**src/rtl/huff_pkg.sv**
```systemverilog
`timescale 1ns/1ps
// Shared types and width helpers for the parametrised Huffman encoder.
// The per-slot record lives in the top, where the widths are known.
package huff_pkg;

    typedef enum logic [1:0] {
        ST_LOAD,
        ST_MERGE,
        ST_EMIT
    } state_t;

    function automatic int f_idx_w(input int n);
        return (n < 2) ? 1 : $clog2(n);
    endfunction

    function automatic int f_cnt_w(input int n);
        return $clog2(n + 1);
    endfunction

    function automatic int f_wt_w(input int n, input int fw);
        return fw + $clog2(n);
    endfunction

    function automatic int f_len_w(input int n);
        return $clog2(n) + 1;
    endfunction

    function automatic int f_code_w(input int n);
        return n - 1;
    endfunction

endpackage

```
**src/rtl/huff_min2_find.sv**
```systemverilog
`timescale 1ns/1ps
// Picks the two lightest active groups; ties go to the lower index.
// Purely combinational.
module huff_min2_find
    import huff_pkg::*;
#(
    parameter int NUM_SYMS = 8,
    parameter int WT_W     = 7,
    localparam int IDX_W   = f_idx_w(NUM_SYMS)
) (
    input  logic [WT_W-1:0]     i_wt [NUM_SYMS],
    input  logic [NUM_SYMS-1:0] i_act,
    output logic [IDX_W-1:0]    o_min1,
    output logic [IDX_W-1:0]    o_min2,
    output logic                o_found2
);

    logic            w_f1;
    logic [WT_W-1:0] w_w1;
    logic [WT_W-1:0] w_w2;

    // Ascending scan with strict compares keeps the lower index on ties.
    always_comb begin
        o_min1   = '0;
        o_min2   = '0;
        o_found2 = 1'b0;
        w_f1     = 1'b0;
        w_w1     = '0;
        w_w2     = '0;
        for (int i = 0; i < NUM_SYMS; i++) begin
            if (i_act[i]) begin
                if (!w_f1 || i_wt[i] < w_w1) begin
                    o_min2   = o_min1;
                    w_w2     = w_w1;
                    o_found2 = w_f1;
                    o_min1   = IDX_W'(i);
                    w_w1     = i_wt[i];
                    w_f1     = 1'b1;
                end else if (!o_found2 || i_wt[i] < w_w2) begin
                    o_min2   = IDX_W'(i);
                    w_w2     = i_wt[i];
                    o_found2 = 1'b1;
                end
            end
        end
    end

endmodule

```
**src/rtl/huff_encoder_param.sv**
```systemverilog
`timescale 1ns/1ps
// Parametrised Huffman encoder: load (sym,freq), merge one pair per
// cycle, then stream (sym,len,code) in load order.
module huff_encoder_param
    import huff_pkg::*;
#(
    parameter int NUM_SYMS = 8,
    parameter int SYM_W    = 8,
    parameter int FREQ_W   = 4,
    localparam int WT_W    = f_wt_w(NUM_SYMS, FREQ_W),
    localparam int CODE_W  = f_code_w(NUM_SYMS),
    localparam int LEN_W   = f_len_w(NUM_SYMS),
    localparam int IDX_W   = f_idx_w(NUM_SYMS),
    localparam int CNT_W   = f_cnt_w(NUM_SYMS)
) (
    input  logic              clk,
    input  logic              reset,
    input  logic              in_valid,
    output logic              in_ready,
    input  logic [SYM_W-1:0]  in_sym,
    input  logic [FREQ_W-1:0] in_freq,
    input  logic              in_last,
    output logic              out_valid,
    input  logic              out_ready,
    output logic [SYM_W-1:0]  out_sym,
    output logic [LEN_W-1:0]  out_len,
    output logic [CODE_W-1:0] out_code,
    output logic              out_last
);

    typedef struct packed {
        logic [SYM_W-1:0]  sym;
        logic [WT_W-1:0]   wt;
        logic [IDX_W-1:0]  grp;
        logic              act;
        logic              leaf;
        logic [LEN_W-1:0]  len;
        logic [CODE_W-1:0] code;
    } slot_t;

    state_t            r_state;
    state_t            w_state_nxt;
    slot_t             r_slot [NUM_SYMS];
    logic [CNT_W-1:0]  r_cnt;
    logic [IDX_W-1:0]  r_idx;

    logic [WT_W-1:0]     w_wt [NUM_SYMS];
    logic [NUM_SYMS-1:0] w_act;
    logic [IDX_W-1:0]    w_min1;
    logic [IDX_W-1:0]    w_min2;
    logic [IDX_W-1:0]    w_lo;
    logic [IDX_W-1:0]    w_hi;
    logic                w_found2;
    logic                w_load_xfer;
    logic                w_load_done;
    logic                w_emit_xfer;
    logic                w_last_word;

    // Flatten slot weights/actives for the minimum finder.
    always_comb begin
        for (int i = 0; i < NUM_SYMS; i++) begin
            w_wt[i]  = r_slot[i].wt;
            w_act[i] = r_slot[i].act;
        end
    end

    huff_min2_find #(
        .NUM_SYMS (NUM_SYMS),
        .WT_W     (WT_W)
    ) u_min2 (
        .i_wt     (w_wt),
        .i_act    (w_act),
        .o_min1   (w_min1),
        .o_min2   (w_min2),
        .o_found2 (w_found2)
    );

    assign w_lo        = (w_min1 < w_min2) ? w_min1 : w_min2;
    assign w_hi        = (w_min1 < w_min2) ? w_min2 : w_min1;
    assign in_ready    = (r_state == ST_LOAD);
    assign out_valid   = (r_state == ST_EMIT);
    assign w_load_xfer = in_valid && in_ready;
    assign w_load_done = w_load_xfer &&
                         (in_last || r_cnt == CNT_W'(NUM_SYMS - 1));
    assign w_emit_xfer = out_valid && out_ready;
    assign w_last_word = (CNT_W'(r_idx) == r_cnt - CNT_W'(1));
    assign out_last    = out_valid && w_last_word;
    assign out_sym     = out_valid ? r_slot[r_idx].sym  : '0;
    assign out_len     = out_valid ? r_slot[r_idx].len  : '0;
    assign out_code    = out_valid ? r_slot[r_idx].code : '0;

    // State register.
    always_ff @(posedge clk) begin
        if (reset) r_state <= ST_LOAD;
        else       r_state <= w_state_nxt;
    end

    // Next-state decode.
    always_comb begin
        w_state_nxt = r_state;
        unique case (r_state)
            ST_LOAD:  if (w_load_done) w_state_nxt = ST_MERGE;
            ST_MERGE: if (!w_found2) w_state_nxt = ST_EMIT;
            ST_EMIT:  if (w_emit_xfer && w_last_word) w_state_nxt = ST_LOAD;
            default:  w_state_nxt = ST_LOAD;
        endcase
    end

    // Slot table: load, one merge per cycle, emit index walk.
    always_ff @(posedge clk) begin
        if (reset) begin
            for (int i = 0; i < NUM_SYMS; i++) r_slot[i] <= '0;
            r_cnt <= '0;
            r_idx <= '0;
        end else begin
            case (r_state)
                ST_LOAD: begin
                    if (w_load_xfer) begin
                        r_slot[IDX_W'(r_cnt)] <= '{
                            sym:  in_sym,
                            wt:   WT_W'(in_freq),
                            grp:  IDX_W'(r_cnt),
                            act:  (in_freq != '0),
                            leaf: (in_freq != '0),
                            len:  '0,
                            code: '0
                        };
                        r_cnt <= r_cnt + CNT_W'(1);
                    end
                end
                ST_MERGE: begin
                    if (w_found2) begin
                        for (int i = 0; i < NUM_SYMS; i++) begin
                            if (r_slot[i].leaf) begin
                                if (r_slot[i].grp == w_min1) begin
                                    r_slot[i].len <= r_slot[i].len + LEN_W'(1);
                                end else if (r_slot[i].grp == w_min2) begin
                                    r_slot[i].code <= r_slot[i].code |
                                        (CODE_W'(1) << r_slot[i].len);
                                    r_slot[i].len <= r_slot[i].len + LEN_W'(1);
                                end
                                if (r_slot[i].grp == w_hi) r_slot[i].grp <= w_lo;
                            end
                        end
                        r_slot[w_lo].wt  <= w_wt[w_min1] + w_wt[w_min2];
                        r_slot[w_hi].act <= 1'b0;
                    end else begin
                        // A lone symbol still needs a one-bit code.
                        for (int i = 0; i < NUM_SYMS; i++) begin
                            if (r_slot[i].leaf && r_slot[i].len == '0)
                                r_slot[i].len <= LEN_W'(1);
                        end
                    end
                end
                ST_EMIT: begin
                    if (w_emit_xfer) begin
                        if (w_last_word) begin
                            r_idx <= '0;
                            r_cnt <= '0;
                            for (int i = 0; i < NUM_SYMS; i++) begin
                                r_slot[i].act  <= 1'b0;
                                r_slot[i].leaf <= 1'b0;
                            end
                        end else begin
                            r_idx <= r_idx + IDX_W'(1);
                        end
                    end
                end
                default: ;
            endcase
        end
    end

endmodule

```
**config.mk**
```make
export PLATFORM = sky130hd
export DESIGN_NAME = huff_encoder_param
export DESIGN_NICKNAME = d
export VERILOG_FILES = /design/src/rtl/huff_pkg.sv /design/src/rtl/huff_min2_find.sv /design/src/rtl/huff_encoder_param.sv
export SDC_FILE = /design/constraint.sdc
export NUM_CORES = 1
export LEC_CHECK = 0
export ABC_CLOCK_PERIOD_IN_PS = 23100
export BUFFER_PORTS_ARGS = -buffer_cell sky130_fd_sc_hd__buf_4
export CORE_UTILIZATION = 35
export DETAILED_ROUTE_END_ITERATION = 8
export HOLD_SLACK_MARGIN = 0.1
export PLACE_DENSITY = 0.55
export SYNTH_ARGS = -nofsm -noshare
export SYNTH_HDL_FRONTEND = slang
export SYNTH_SLANG_ARGS = --single-unit
```
**constraint.sdc**
```tcl
create_clock -name clk -period 23.1 [get_ports clk]
set_clock_uncertainty 0.05 [all_clocks]
set_input_delay 0 -clock clk [delete_from_list [all_inputs] [get_ports clk]]
set_output_delay 0 -clock clk [all_outputs]
set_load 0.05 [all_outputs]
```
After elaboration in Yosys (flattened, before gate mapping)
Memories as Yosys holds them, arrays and structs flattened. A register that Yosys moved wholly into a read port is not among the register bits.
Cells that the tools add are included.
{ "classes": {"addsub": 12, "magnitude_cmp": 16, "eq_ne": 34, "shifts": 8, "muxes": 385, "bitwise": 66, "reduce_logical": 55} }
{ "op_table": {"columns": ["cell", "count"], "rows": [
  ["$mux 7", 43],
  ["$mux 1", 258],
  ["$mux 3", 46],
  ["$mux 4", 28],
  ["$lt 7x7->1", 13],
  ["$eq 3x3->1", 24],
  ["$or 1x1->1", 56],
  ["$or 7x7->7", 8],
  ["$shl 1x4->7 const A", 8],
  ["$bmux 7 s3", 2],
  ["$add 4x1->4 const B", 9],
  ["$logic_not 4->1", 8],
  ["$mux 31", 1],
  ["$reduce_or 31->1", 1],
  ["$logic_or 1x1->1", 14],
  ["$logic_and 1x1->1", 13],
  ["$logic_not 1->1", 13],
  ["$ne 2x1->1 const B", 5],
  ["$ge 4x4->1 const B", 2],
  ["$mux 8", 1],
  ["$not 3->4", 2],
  ["$pmux 4 s2", 1],
  ["$add 7x7->7", 1],
  ["$mux 2", 3],
  ["other kinds (16)", 16]
]} }
{ "totals": {"ff_bits": 9, "ramBits": 248, "in_bits": 17, "out_inout_bits": 22, "wordCells": 580, "n_memories": 1} }
{ "memory_table": {"columns": ["name", "words", "word_bits", "read_ports", "rd_ports_with_merged_regs", "write_ports", "line_no", "source"], "rows": [
  ["r_slot", 8, 31, 9, 1, 10, "huff_encoder_param.sv:43", "slot_t r_slot [NUM_SYMS];"]
]} }

Longest topological paths before layout
An unclocked memory read counts as a cell.
{ "depth": {"depth_word": 47, "depth_mapped": 90, "depth_no_buf": 85} }

By module
From an unflattened synthesis, not the netlist that was laid out.
{ "unflattened": {"hier_cells": 1970, "hier_area_um2": 19099.6} }
{ "by_module_without_submodules": {"columns": ["module", "instances", "cells_each", "area_per_inst_um2", "seq_area_each_um2"], "rows": [
  ["huff_encoder_param", 1, 1264, 14341.3, 7567.3],
  ["huff_min2_find", 1, 706, 4758.3, 0.0]
]} }

Least setup slack after synthesis
Ideal clock, no wire load.
{ "synth_timing": {"path_type": "register -> register", "from": "memory r_slot[0][12] in the netlist's numbering", "to": "memory r_slot[5][16] in the netlist's numbering (enable)", "setup_ns": 0.381, "t_arrival_ns": 16.536, "required_time_ns": 22.669, "path_slack_ns": 6.134, "stages_incl_launch_ff": 83, "path_buffers": 10, "period_less_slack_ns": 16.966, "path_cell_list": "dfxtp_1 > buf_2 > clkbuf_1 > clkbuf_1 > nand2_1 > ha_1 > and3_1 > a22oi_1 > a21o_1 > nand2_1 > nand2_1 > nand2_1 > a31oi_1 > ha_1 > a21oi_1 > o211a_1 > o31ai_1 > a21o_1 > [47 not listed] > o31a_1 > o21bai_1 > o31a_1 > a21oi_2 > a22oi_1 > buf_2 > clkinv_1 > ha_1 > o21bai_1 > nor2b_1 > a21o_1 > o21ai_1 > mux2i_1 > buf_2 > o21ai_2 > nor2_1 > nand2_1 > o21ai_0"} }
{ "synth_lines": {"columns": ["element", "line_no"], "rows": [
  ["start: declaration", "huff_encoder_param.sv:43"]
]} }

==> summary.txt <==
Worst path slowest cell: a21oi_1
Synth area leader: edfxtp_1
Slew headroom: 0.2141
Max-Cap Viols: 0
crit path max fanout: 51
Initial Util: 0.3553
DP HPWL: 49.02 mm
GRT Overall Usage: 0.2315
H-tree levels: 1
Startpoint Class: register
critical setup path kind: reg -> reg
largest net degree at the start of global routing: 52
min Tclk post-route: 20780 ps
ys async rst share: 0
grt met3 use: 0.03370
largest family of logic cells by synthesized area: simple AND/OR/NAND/NOR gates
xor/xnor share of the synthesized area: 0.03657
wire per inst: 23.25 um
synth top area cells: edfxtp_1 (37%), ha_1 (8.6%), nor2_1 (7.0%), mux4_2 (4.5%), a21oi_1 (4.4%)
TritonCTS clock tree: yes
Leak Pwr: 0.008039 uW
Post-Synthesis Cells: 2086
Slew @ Worst Pin: 1179 ps
Detail Route Antenna Nets: 0
# DRC: 0
Seq cells post-synth: 260
root buf cell: clkbuf_16
Power Dens Cells: 58.32 nW/um^2
unrepaired setup endpoints after global routing: false
Max Clk Rate: 48.12 MHz
Mapped Area: 19160 sq um
vias in the first global route: 16125
Layout Nets: 2255
Critical Path RT: 23300 ps
Fin Setup TNS: 0 ps
final WL: 65.67 mm
std cell rows: 85
Final Hold Viols: 0
via count: 16992
Syn Nets: 2235
initial antenna violation count: 0
Synth-to-Final Area Change: 11.17%
DRT Pass-1 Iters: 5
number of port buffers: 38
peak supply drop: 0.05629 mV
CP most frequent cell: ha_1
most numerous cell in the Yosys netlist: nor2_1
DRT iter0 DRCs: 2017
RePlAce Congestion: 0.9724
Post-Synth Adder-Cell Area: 0.08764
first-pass GRT wire length: 99.11 mm
Post-CTS Setup Repair Bufs: 0
gr ovfl total: 0
final core utilization: 0.3950
sequential share of the synthesized area: 0.3950
area of the core: 53920 sq um
Final Max Tran Viols: 0
Post-Synth Simple-Gate Area: 0.1872
Synth top area share: 0.3699
Clk pin slew, worst setup/hold paths: 60 ps
clk sink count: 260
die height: 236.0 um
GRT Max-Usage Layer: met2
fin crit share: 0.8996
crit end category: register
mux share of post-synthesis cell area: 0.07516
GR Layer Usage met1: 0.3256
met2 Resource Use GR: 0.3730
I/O pin count: 39
die area: 55680 sq um
Die Width: 236.0 um
CTS Buffer Depth: 3
antenna cells: 0
post-synthesis compound-gate area fraction: 0.1774
number of synthesized flops with an enable pin: 236
Synth Flop Type: edfxtp_1
status: finished, final reports clean
CTS buffer count: 29
Distinct cells, synth: 97
worst hold path type: in -> reg
Avg Vias per Cell: 6.017
final setup fails: 0
Ys Warns: 0
Commonest cells post-synth: nor2_1 (355), edfxtp_1 (236), nand2_1 (209)
Crit path largest cell delay: 830 ps
fraction of layout cells with a size suffix above 1: 0.09586
synthesized area per cell: 9.185 sq um
Worst EP arrival: 20980 ps
clk_lat worst skew: 590 ps
metrics by stage:
stage                     power [uW]  instances  cell area (sq um)  hold slack [ps]  setup WS [ps]
final                           1242       2824              21300            294.2           2320
after global routing            1286       2824              21300            320.0          935.1
after CTS                       1244       2824              21300            298.9           2782
after detailed placement       761.9       2752              20130            259.3           2852
after global placement         758.4       2752              20130            279.3           3020
after floorplan                697.4       2086              19160            113.8           6134
path summary, 6_finish.rpt:
| check | start | end | slack [ps] | cells past startpoint |
|---|---|---|---|---|
| worst max-delay path | r_slot[0][12] | r_slot[1][13] | 2320 | 77 |
| worst min-delay path | reset | r_cnt[0] | 290 | 3 |
| worst max register to register | r_slot[0][12] | r_slot[1][13] | 2320 | 77 |
| worst min register to register | r_slot[6][11] | r_slot[6][11] | 440 | 2 |
worst max-delay path: cells and delay by family, from the launching register on:
kind,cells,cell delay (ps)
AOI/OAI and AO/OA,43,11290
and+or+nand+nor,19,3890
adders and majority gates,8,2690
buffers and inverters,5,1620
DFF,1,540
xor gates and xnor gates,1,170
muxes,1,130
cell usage in the layout, fill, tap and decap left out, drive strengths merged, types with 13 or more instances in the layout:
cell and count:
a211oi 24, a21o 22, a21oi 173, a31oi 17, and2 15, and3 22, buf 66, clkbuf 31
clkinv 18, dfxtp 24, dlygate4sd3 19, edfxtp 236, ha 131, inv 98, mux2i 55, mux4 38
nand2 209, nand3 52, nand4 23, nor2 359, nor2b 13, nor3 44, o211ai 27, o21a 20
o21ai 104, o22ai 13, or3 13, xnor2 69
flip-flops by register name, summed over array words and instances, names as in the netlist, named ones only:
signal and flops:
r_cnt 4, r_idx 3, r_slot 248, r_state 2
power by group:
part           leakage [uW]  switching (uW)  internal [uW]
Combinational       0.00491             126           72.7
Clock              0.000489             197            285
Sequential          0.00264            25.8            534
cell type report:
type	instances	area, sq um
clock buffers	31	733.2
clock inverters	22	246.5
fillers	5234	32620
inverters	99	371.6
multi-input cells	1631	10820
flip-flops and latches	260	7570
well taps	696	870.8
repair buffers	85	685.7
layer usage:
| layer | wire [um] | vias to the layer above |
|---|---|---|
| met5 | 0 | - |
| met4 | 1480 | 0 |
| met2 | 30170 | 765 |
| met1 | 28870 | 8400 |
| li1 | - | 7717 |
| met3 | 5141 | 110 |
repair_timing:
action,in CTS,in global routing
resized for setup,0,0
hold buffers,19,0
endpoints found under the hold margin,120,0
setup endpoints to repair,0,0
kinds of logic after synthesis:
group	count (synthesis)
AO/OA/AOI/OAI	516
XOR/XNOR	80
adder cells (fa/ha/maj)	134
buffers and inverters	195
flip-flops	260
multiplexers	96
AND/OR/NAND/NOR	805
No activity file was read; power rests on OpenSTA's default activity.
